<file path="config.mk">
export PLATFORM = sky130hd
export DESIGN_NAME = wb_stage
export DESIGN_NICKNAME = d
export VERILOG_FILES = /design/src/rtl/wb_stage_pkg.sv /design/src/rtl/wb_stage_load_formatter.sv /design/src/rtl/wb_stage.sv
export SDC_FILE = /design/constraint.sdc
export NUM_CORES = 1
export LEC_CHECK = 0
export CORE_ASPECT_RATIO = 1.5
export CORE_MARGIN = 2
export CORE_UTILIZATION = 35
export CTS_CLUSTER_DIAMETER = 100
export DETAILED_ROUTE_END_ITERATION = 10
export HOLD_SLACK_MARGIN = 0.15
export PLACE_DENSITY = 0.75
export SLEW_MARGIN = 10
export SYNTH_ARGS = -nofsm -noshare
export SYNTH_HDL_FRONTEND = slang
export SYNTH_SLANG_ARGS = --single-unit
export TNS_END_PERCENT = 10
</file>
<file path="constraint.sdc">
create_clock -name clk -period 2.25 [get_ports clk]
set_input_delay 0.5625 -clock clk [delete_from_list [all_inputs] [get_ports clk]]
set_output_delay 0.5625 -clock clk [all_outputs]
set_load 0.02 [all_outputs]
</file>
<file path="src/rtl/wb_stage_pkg.sv">
// Shared definitions for the writeback stage: load funct3 codes,
// FSM state encodings and source-select indices.
package wb_stage_pkg;

    // Load size/sign encodings carried in funct3
    localparam logic [2:0] F3_LB  = 3'b000;
    localparam logic [2:0] F3_LH  = 3'b001;
    localparam logic [2:0] F3_LW  = 3'b010;
    localparam logic [2:0] F3_LD  = 3'b011;
    localparam logic [2:0] F3_LBU = 3'b100;
    localparam logic [2:0] F3_LHU = 3'b101;
    localparam logic [2:0] F3_LWU = 3'b110;

    // Writeback FSM states
    localparam logic [1:0] ST_IDLE    = 2'd0;
    localparam logic [1:0] ST_WAIT_LD = 2'd1;
    localparam logic [1:0] ST_DRAIN   = 2'd2;

    // Conventional source slots of the packed source bus
    localparam int SRC_ALU = 0;
    localparam int SRC_MEM = 1;
    localparam int SRC_PC4 = 2;
    localparam int SRC_IMM = 3;

    // Select width that never collapses to zero bits
    function automatic int sel_width(input int n);
        return (n > 1) ? $clog2(n) : 1;
    endfunction

endpackage

</file>
<file path="src/rtl/wb_stage_load_formatter.sv">
// Combinational load formatter: picks the addressed byte/half/word lane
// out of the raw memory word and sign- or zero-extends it to XLEN.
module load_formatter
    import wb_stage_pkg::*;
#(
    parameter int XLEN = 32,
    localparam int AW  = $clog2(XLEN / 8)
) (
    input  logic [XLEN-1:0] raw_i,
    input  logic [2:0]      funct3_i,
    input  logic [AW-1:0]   addr_lo_i,
    output logic [XLEN-1:0] result_o
);

    // Halfword and word lanes ignore the sub-lane address bits, so
    // misaligned accesses simply land on the containing lane.
    logic [AW-1:0] hw_lane;
    logic [AW-1:0] wd_lane;
    logic [7:0]    byte_val;
    logic [15:0]   half_val;
    logic [31:0]   word_val;

    assign hw_lane  = addr_lo_i & ~AW'(1);
    assign wd_lane  = addr_lo_i & ~AW'(3);
    assign byte_val = raw_i[{addr_lo_i, 3'b000} +: 8];
    assign half_val = raw_i[{hw_lane, 3'b000} +: 16];
    assign word_val = raw_i[{wd_lane, 3'b000} +: 32];

    // Extend the selected lane according to funct3; unknown codes pass raw
    always_comb begin
        result_o = raw_i;
        case (funct3_i)
            F3_LB:   result_o = XLEN'(signed'(byte_val));
            F3_LBU:  result_o = XLEN'(byte_val);
            F3_LH:   result_o = XLEN'(signed'(half_val));
            F3_LHU:  result_o = XLEN'(half_val);
            F3_LW:   result_o = XLEN'(signed'(word_val));
            F3_LWU:  result_o = XLEN'(word_val);
            default: result_o = raw_i;
        endcase
    end

endmodule

</file>
<file path="src/rtl/wb_stage.sv">
// Registered writeback stage: selects the write value from NUM_SRC sources,
// waits for and formats load data, and drives the register-file write port.
module wb_stage
    import wb_stage_pkg::*;
#(
    parameter int XLEN    = 32,
    parameter int NUM_SRC = 4,
    parameter int MEM_SRC = SRC_MEM,
    parameter int RA_W    = 5,
    localparam int SEL_W  = sel_width(NUM_SRC),
    localparam int AW     = $clog2(XLEN / 8)
) (
    input  logic                    clk,
    input  logic                    rst_n,
    input  logic                    in_valid,
    output logic                    in_ready,
    input  logic [SEL_W-1:0]        in_sel,
    input  logic [NUM_SRC*XLEN-1:0] in_src,
    input  logic [RA_W-1:0]         in_rd,
    input  logic                    in_we,
    input  logic [2:0]              in_funct3,
    input  logic [AW-1:0]           in_addr_lo,
    input  logic                    mem_rvalid,
    input  logic [XLEN-1:0]         mem_rdata,
    input  logic                    flush,
    output logic                    rf_we,
    output logic [RA_W-1:0]         rf_waddr,
    output logic [XLEN-1:0]         rf_wdata,
    output logic                    busy
);

    logic [1:0]      state_q,    state_d;
    logic [RA_W-1:0] ld_rd_q,    ld_rd_d;
    logic            ld_we_q,    ld_we_d;
    logic [2:0]      ld_f3_q,    ld_f3_d;
    logic [AW-1:0]   ld_lo_q,    ld_lo_d;
    logic            rf_we_q,    rf_we_d;
    logic [RA_W-1:0] rf_waddr_q, rf_waddr_d;
    logic [XLEN-1:0] rf_wdata_q, rf_wdata_d;

    logic [XLEN-1:0] src_arr [NUM_SRC];
    logic [XLEN-1:0] sel_val;
    logic [XLEN-1:0] ld_fmt;

    // Unpack the source bus into one word per slot
    for (genvar gi = 0; gi < NUM_SRC; gi++) begin : g_src
        assign src_arr[gi] = in_src[gi*XLEN +: XLEN];
    end

    // Out-of-range selects write zero
    always_comb begin
        sel_val = '0;
        if ({1'b0, in_sel} < (SEL_W+1)'(NUM_SRC)) begin
            sel_val = src_arr[in_sel];
        end
    end

    load_formatter #(.XLEN(XLEN)) u_fmt (
        .raw_i     (mem_rdata),
        .funct3_i  (ld_f3_q),
        .addr_lo_i (ld_lo_q),
        .result_o  (ld_fmt)
    );

    // Next-state and write-port logic; rf_we is a fresh single-cycle pulse
    always_comb begin
        state_d    = state_q;
        ld_rd_d    = ld_rd_q;
        ld_we_d    = ld_we_q;
        ld_f3_d    = ld_f3_q;
        ld_lo_d    = ld_lo_q;
        rf_we_d    = 1'b0;
        rf_waddr_d = rf_waddr_q;
        rf_wdata_d = rf_wdata_q;
        case (state_q)
            ST_IDLE: begin
                // A flushed offer is consumed with no effect
                if (in_valid && !flush) begin
                    if (in_sel == SEL_W'(MEM_SRC)) begin
                        ld_rd_d = in_rd;
                        ld_we_d = in_we;
                        ld_f3_d = in_funct3;
                        ld_lo_d = in_addr_lo;
                        state_d = ST_WAIT_LD;
                    end else begin
                        rf_we_d    = in_we && (in_rd != '0);
                        rf_waddr_d = in_rd;
                        rf_wdata_d = sel_val;
                    end
                end
            end
            ST_WAIT_LD: begin
                if (mem_rvalid) begin
                    state_d = ST_IDLE;
                    if (!flush) begin
                        rf_we_d    = ld_we_q && (ld_rd_q != '0);
                        rf_waddr_d = ld_rd_q;
                        rf_wdata_d = ld_fmt;
                    end
                end else if (flush) begin
                    // Response still owed by memory; swallow it in DRAIN
                    state_d = ST_DRAIN;
                end
            end
            ST_DRAIN: begin
                if (mem_rvalid) begin
                    state_d = ST_IDLE;
                end
            end
            default: state_d = ST_IDLE;
        endcase
    end

    // State and output registers with asynchronous reset
    always_ff @(posedge clk or negedge rst_n) begin
        if (!rst_n) begin
            state_q    <= ST_IDLE;
            ld_rd_q    <= '0;
            ld_we_q    <= 1'b0;
            ld_f3_q    <= '0;
            ld_lo_q    <= '0;
            rf_we_q    <= 1'b0;
            rf_waddr_q <= '0;
            rf_wdata_q <= '0;
        end else begin
            state_q    <= state_d;
            ld_rd_q    <= ld_rd_d;
            ld_we_q    <= ld_we_d;
            ld_f3_q    <= ld_f3_d;
            ld_lo_q    <= ld_lo_d;
            rf_we_q    <= rf_we_d;
            rf_waddr_q <= rf_waddr_d;
            rf_wdata_q <= rf_wdata_d;
        end
    end

    assign in_ready = (state_q == ST_IDLE);
    assign busy     = (state_q != ST_IDLE);
    assign rf_we    = rf_we_q;
    assign rf_waddr = rf_waddr_q;
    assign rf_wdata = rf_wdata_q;

endmodule

</file>
==> metrics.md, run 1 <==
| Metric | Value |
|---|---|
| Status | `finished, final reports clean` |
| Top Ports | `218` |
| Worst Path Arrival | `1.61 ns` |
| Slew margin rel. | `63.0%` |
| RSZ-0062 raised after global routing | `false` |
| Count leader, synth | `dfrtp_1` |
| Post-layout util | `60.6%` |
| Die footprint | `11,700 um2` |
| PD cells | `600 nW/um2` |
| Initial antenna violation count | `1` |
| DR iter-0 viols | `209` |
| Row count | `46` |
| CTS Buffer Depth | `2` |
| Tmin final | `2.17 ns` |
| Clk_skew | `0.00244 ns` |
| Routed vias | `4,131` |
| Initial Utilization | `35.8%` |
| Max Slew Vio Count | `0` |
| Period utilization | `96.4%` |
| RR Startpoint | `ld_lo_q[1]$_DFFE_PN0P_` |
| Die span in y | `132 um` |
| Clock Tree Root | `clkbuf_16` |
| Remaining Overflow, GRT | `0` |
| Clock slew seen by the registers of the worst setup and hold paths | `0.06 ns` |
| Largest area contributor in the netlist | `dfrtp_1` |
| I/O Buffers | `217` |
| Worst slew pin tran | `0.547 ns` |
| Yosys top cell area share | `33.6%` |
| Largest cells by area after synthesis | `dfrtp_1 34%, mux4_2 20%, nand2_1 4.3%, a21oi_1 4.0%, a221oi_2 4.0%` |
| Setup CP Type | `reg2out` |
| Crit-path max FO | `6` |
| Total GRT Usage | `25.5%` |
| TritonCTS clock tree | `built` |
| Vias in the first global route | `4,446` |
| Setup TNS | `0 ns` |
| Fmax | `461 MHz` |
| Synth unique cells | `54` |
| DRT Pass-1 Iters | `4` |
| Yosys Warn Count | `0` |
| CP Launch Type | `register` |
| H-tree level count | `2` |
| Final ANT Viol Nets | `0` |
| Synthesized area | `3790 um2` |
| WP data required | `1.69 ns` |
| Routed wire length | `14.8 mm` |
| Skew-Pair Late Insertion Delay | `0.28 ns` |
| Post-synthesis register bit count | `51` |
| FFs w/ async S/R, synth | `100%` |
| DRC | `0` |
| Syn avg cell area | `10.3 um2` |
| Leak Pwr | `2.48 nW` |
| EDFF count, synth | `0` |
| Clock tree sinks | `51` |
| TritonCTS Buffers | `5` |
| Setup-failing EPs final | `0` |
| Fill cells | `921` |
| Share of layout cells above drive strength 1 | `18.0%` |
| Wire per inst | `20.2 um` |
| CTS hold repair buffers | `0` |
| Core box area | `10,600 um2` |
| Most instantiated cells after synthesis | `51 x dfrtp_1, 43 x nand2_1, 33 x mux4_2` |
| First-pass GRT wire length | `23.1 mm` |
| Seq/Total Area, Yosys | `33.6%` |
| Peak supply drop | `0.000338 V` |
| Crit path launch | `state_q[1]$_DFFE_PN0P_` |
| Pin count of the biggest net entering global routing | `32` |
| Worst setup EP type | `output pin` |
| Area grow syn2layout | `69.2%` |
| Mapped Cells | `367` |
| Final nets | `768` |
| Die Wd | `89.0 um` |
| Main flop type after synthesis | `dfrtp_1` |
| Syn_nets | `545` |
| Max-cap violations | `0` |
| Post-DR vias/cell | `5.63` |
| GPL Wtd Cong | `0.886` |
| Worst hold path class | `in2async` |
| Count of final hold-check violations | `0` |
| Dpl hpwl | `12.2 mm` |
-- state kept, by name, indices dropped and copies added, names as in the netlist --
signal    count
ld_rd_q       5
state_q       2
rf_waddr      5
ld_lo_q       2
rf_we         1
ld_we_q       1
ld_f3_q       3
rf_wdata     32
-- metrics by stage --
step | total power, W | instance area [um2] | worst slack [ns] | cells | hold WS [ns]
floorplan | 0.00220 | 3790 | 0.401 | 367 | 0.267
global placement | 0.00312 | 6290 | -0.165 | 727 | 0.496
detailed placement | 0.00315 | 6290 | -0.212 | 727 | 0.503
CTS | 0.00386 | 6420 | 0.0738 | 733 | 0.260
global route | 0.00405 | 6420 | 0.0219 | 734 | 0.272
finish | 0.00385 | 6420 | 0.0799 | 734 | 0.242
-- critical path: stages (launching register included) --
cell and delay [ns]:
dfrtp_1 0.43, or2_2 0.35, clkdlybuf4s50_1 0.55
-- power breakdown --
group	internal, W	switching [W]	total (W)
Combinational	0.000981	0.000846	0.00183
Clock	0.000401	0.000309	0.000709
Sequential	0.00112	0.000195	0.00132
Total	0.00250	0.00135	0.00385
-- worst paths after layout --
kind | slack [ns] | end | cells after the start
hold / removal | 0.24 | rf_waddr[4]$_DFFE_PN0P_ | 1
min in group clk | 0.52 | ld_we_q$_DFFE_PN0P_ | 1
setup reg to reg | 0.12 | rf_wdata[7]$_DFFE_PN0P_ | 4
setup / recovery | 0.08 | busy | 2
hold reg to reg | 0.52 | ld_we_q$_DFFE_PN0P_ | 1
max in group asynchronous | 1.45 | rf_wdata[30]$_DFFE_PN0P_ | 2
-- layer usage --
layer  share of wire (%)  GRT usage (%)  up-vias
li1                    -              -     1888
met1                  36           29.3     2023
met2                  55           46.9      186
met3                 5.2           2.95       34
met4                 3.6           8.96        0
met5                   0              0        -
-- cell type report --
cell class                      count  area (um2)  share of cell area [%]
Sequential cell                    51        1280                    19.9
Antenna cell                        1        2.50                  0.0390
Timing Repair Buffer              253        2480                    38.6
Multi-Input combinational cell    273        2330                    36.3
Tap cell                          144         180                    2.81
Inverter                            6        22.5                   0.351
Clock buffer                        6         129                    2.01
-- repair_timing --
item,CTS,global route
setup endpoints to repair,1,0
setup buffers,0,0
gates resized for setup,1,0
hold endpoints to repair,0,0
-- cell families after synthesis --
family | Yosys count | synth area share [%]
AO/OA/AOI/OAI | 118 | 23.5
AND/OR/NAND/NOR | 105 | 13.1
flip-flops | 51 | 33.6
multiplexers | 50 | 24.4
buffers and inverters | 43 | 5.31
-- cells in the final DEF, fill, tap and decap left out, types with 7 or more instances in the layout --
| master | count |
|---|---|
| clkdlybuf4s50_1 | 214 |
| dfrtp_1 | 51 |
| nand2_1 | 43 |
| mux4_2 | 33 |
| buf_4 | 32 |
| a21oi_1 | 30 |
| nor2_1 | 27 |
| o21ai_0 | 13 |
| a31oi_1 | 13 |
| a221oi_1 | 13 |
| mux2_2 | 11 |
| a221oi_2 | 10 |
| nor2b_1 | 7 |
| o31ai_1 | 7 |
No activity file was read; power rests on OpenSTA's default activity.
==> run 2: changes to the inputs <==
--- a/config.mk
+++ b/config.mk
@@ -12,6 +12,7 @@
 export DETAILED_ROUTE_END_ITERATION = 10
 export HOLD_SLACK_MARGIN = 0.15
 export PLACE_DENSITY = 0.75
+export SETUP_SLACK_MARGIN = 0.2
 export SLEW_MARGIN = 10
 export SYNTH_ARGS = -nofsm -noshare
 export SYNTH_HDL_FRONTEND = slang
==> run 2 against run 1 <==
Register-to-register slack improved by 0.12 ns. Final area rose by 0.47%. Clock power rose by 0.6%. Critical endpoint is now rf_wdata[7]$_DFFE_PN0P_. Largest power group unchanged. Largest cell class unchanged.
==> metrics.md, run 2 (synthesis results as in run 1) <==
| Metric | Value |
|---|---|
| Status | `finished, final reports clean` |
| Worst slew pin tran | `0.600 ns (+0.0521 ns)` |
| Peak supply drop | `0.000342 V (+1.1%)` |
| Wire per inst | `20.6 um (+1.6%)` |
| RSZ-0062 raised after global routing | `true` |
| Initial antenna violation count | `1 (unchanged)` |
| Routed vias | `4,179 (+1.2%)` |
| TritonCTS Buffers | `5 (unchanged)` |
| Remaining Overflow, GRT | `0 (unchanged)` |
| Routed wire length | `15.1 mm (+1.8%)` |
| Period utilization | `92.9% (-3.6 points)` |
| Fmax | `479 MHz (+3.9%)` |
| Fill cells | `919 (-0.22%)` |
| Worst path slowest cell | `mux4_2` |
| Vias in the first global route | `4,446 (unchanged)` |
| DRC | `0 (unchanged)` |
| Worst setup EP type | `register` |
| PD cells | `602 nW/um2 (+0.23%)` |
| Pin count of the biggest net entering global routing | `32 (unchanged)` |
| Clock tree sinks | `51 (unchanged)` |
| CTS Buffer Depth | `2 (unchanged)` |
| Dpl hpwl | `12.2 mm (unchanged)` |
| R2r setup slk | `0.24 ns (+0.12 ns)` |
| CP Launch Type | `input pin` |
| Share of layout cells above drive strength 1 | `18.6% (+0.65 points)` |
| DRT Pass-1 Iters | `5 (+1)` |
| Commonest non-fill, non-tap cells in the layout | `211 x clkdlybuf4s50_1, 50 x dfrtp_1, 43 x nand2_1` |
| Worst Path Arrival | `2.25 ns (+0.64 ns)` |
| Worst path cell trace | `clkdlybuf4s50_1 -> mux4_2 -> o311ai_0 -> buf_4 -> a31oi_1` |
| Slew margin rel. | `59.8% (-3.2 points)` |
| TritonCTS clock tree | `built` |
| Setup CP Type | `in2reg` |
| Tmin final | `2.09 ns (-0.0807 ns)` |
| Worst hold path class | `in2async` |
| Setup TNS | `0 ns (unchanged)` |
| Die footprint | `11,700 um2 (unchanged)` |
| Setup-failing EPs final | `0 (unchanged)` |
| Clk_skew | `0.00352 ns (+0.00108 ns)` |
| Setup bufs post-CTS | `0 (unchanged)` |
| Total GRT Usage | `25.5% (unchanged)` |
| H-tree level count | `2 (unchanged)` |
| Crit-path max FO | `2 (-4)` |
| Multi-input gate area in the final layout | `2350 um2 (+0.91%)` |
| Count of final hold-check violations | `0 (unchanged)` |
| Post-DR vias/cell | `5.69 (+1.0%)` |
| Core box area | `10,600 um2 (unchanged)` |
| Clock Tree Root | `clkbuf_16` |
| DR iter-0 viols | `227 (+8.6%)` |
| Skew-Pair Late Insertion Delay | `0.29 ns (about the same)` |
| GPL Wtd Cong | `0.886 (unchanged)` |
| Die span in y | `132 um (unchanged)` |
| Final ANT Viol Nets | `0 (unchanged)` |
| WP data required | `2.41 ns (+0.72 ns)` |
| Max-cap violations | `0 (unchanged)` |
| Max FFs per register | `32 (unchanged)` |
| Most common cell after layout, fill and taps aside | `clkdlybuf4s50_1` |
| Max Slew Vio Count | `0 (unchanged)` |
| Top Ports | `218 (unchanged)` |
| CP peak stage delay | `0.50 ns (-0.05 ns)` |
| Overall Power | `0.00388 W (+0.70%)` |
| Die Wd | `89.0 um (unchanged)` |
| Initial Utilization | `35.8% (unchanged)` |
| Area grow syn2layout | `70.0%` |
| First-pass GRT wire length | `23.1 mm (unchanged)` |
| Leak Pwr | `2.52 nW (+1.7%)` |
| Clock slew seen by the registers of the worst setup and hold paths | `0.06 ns (about the same)` |
| Seq. cell area | `1280 um2 (about the same)` |
| I/O Buffers | `217 (unchanged)` |
| Row count | `46 (unchanged)` |
| Final nets | `769 (+0.13%)` |
==> run 2: power breakdown <==
group | switching [W] | internal, W | total (W)
clock | 0.000312 | 0.000401 | 0.000713
combinational | 0.000860 | 0.000983 | 0.00184
sequential | 0.000202 | 0.00112 | 0.00133
==> run 2: worst paths after layout <==
check	start	endpoint	cells after the start
worst max-delay path	mem_rdata[7]	rf_wdata[7]$_DFFE_PN0P_	5
worst min-delay path	rst_n	rf_waddr[4]$_DFFE_PN0P_	1
worst max register to register	ld_f3_q[1]$_DFFE_PN0P_	rf_wdata[10]$_DFFE_PN0P_	4
worst min register to register	rf_wdata[4]$_DFFE_PN0P_	rf_wdata[4]$_DFFE_PN0P_	1
max in group asynchronous	rst_n	rf_wdata[30]$_DFFE_PN0P_	2
min in group clk	rf_wdata[4]$_DFFE_PN0P_	rf_wdata[4]$_DFFE_PN0P_	1
==> run 2: worst max-delay path, delay by kind of cell <==
family,cells,cell delay (ns)
buf+inv,2,0.63
mux,1,0.50
compound gates,2,0.57
==> run 2: what timing repair did <==
action	CTS	global route
gates cloned	0	1
hold endpoints to repair	0	0
pin swaps	0	2
hold buffers	0	0
gates resized for setup	1	6
setup endpoints to repair	9	25
==> run 2: layer usage <==
metal	share of wire, %	vias to the layer above	global-route usage, %
met5	0	-	0
met4	3.2	0	8.96
met3	5.7	34	2.95
met2	55	202	46.9
met1	36	2051	29.3
li1	-	1892	-
==> run 2: layout make-up <==
type | instances | area share, %
Timing Repair Buffer | 253 | 38.6
Clock buffer | 6 | 2.00
Sequential cell | 51 | 19.8
Multi-Input combinational cell | 274 | 36.4
Tap cell | 144 | 2.79
Antenna cell | 1 | 0.0388
Inverter | 6 | 0.349
==> run 2: through the flow <==
step / hold slack [ns] / area, um2 / instances / worst slack, ns / utilization, %
finish: 0.242 / 6450 / 735 / 0.161 / 60.9
global route: 0.272 / 6450 / 735 / 0.122 / 60.9
CTS: 0.260 / 6420 / 733 / 0.0738 / 60.6
detailed placement: 0.503 / 6290 / 727 / -0.212 / 59.4
global placement: 0.496 / 6290 / 727 / -0.165 / 59.4
floorplan: 0.267 / 3790 / 367 / 0.401 / -
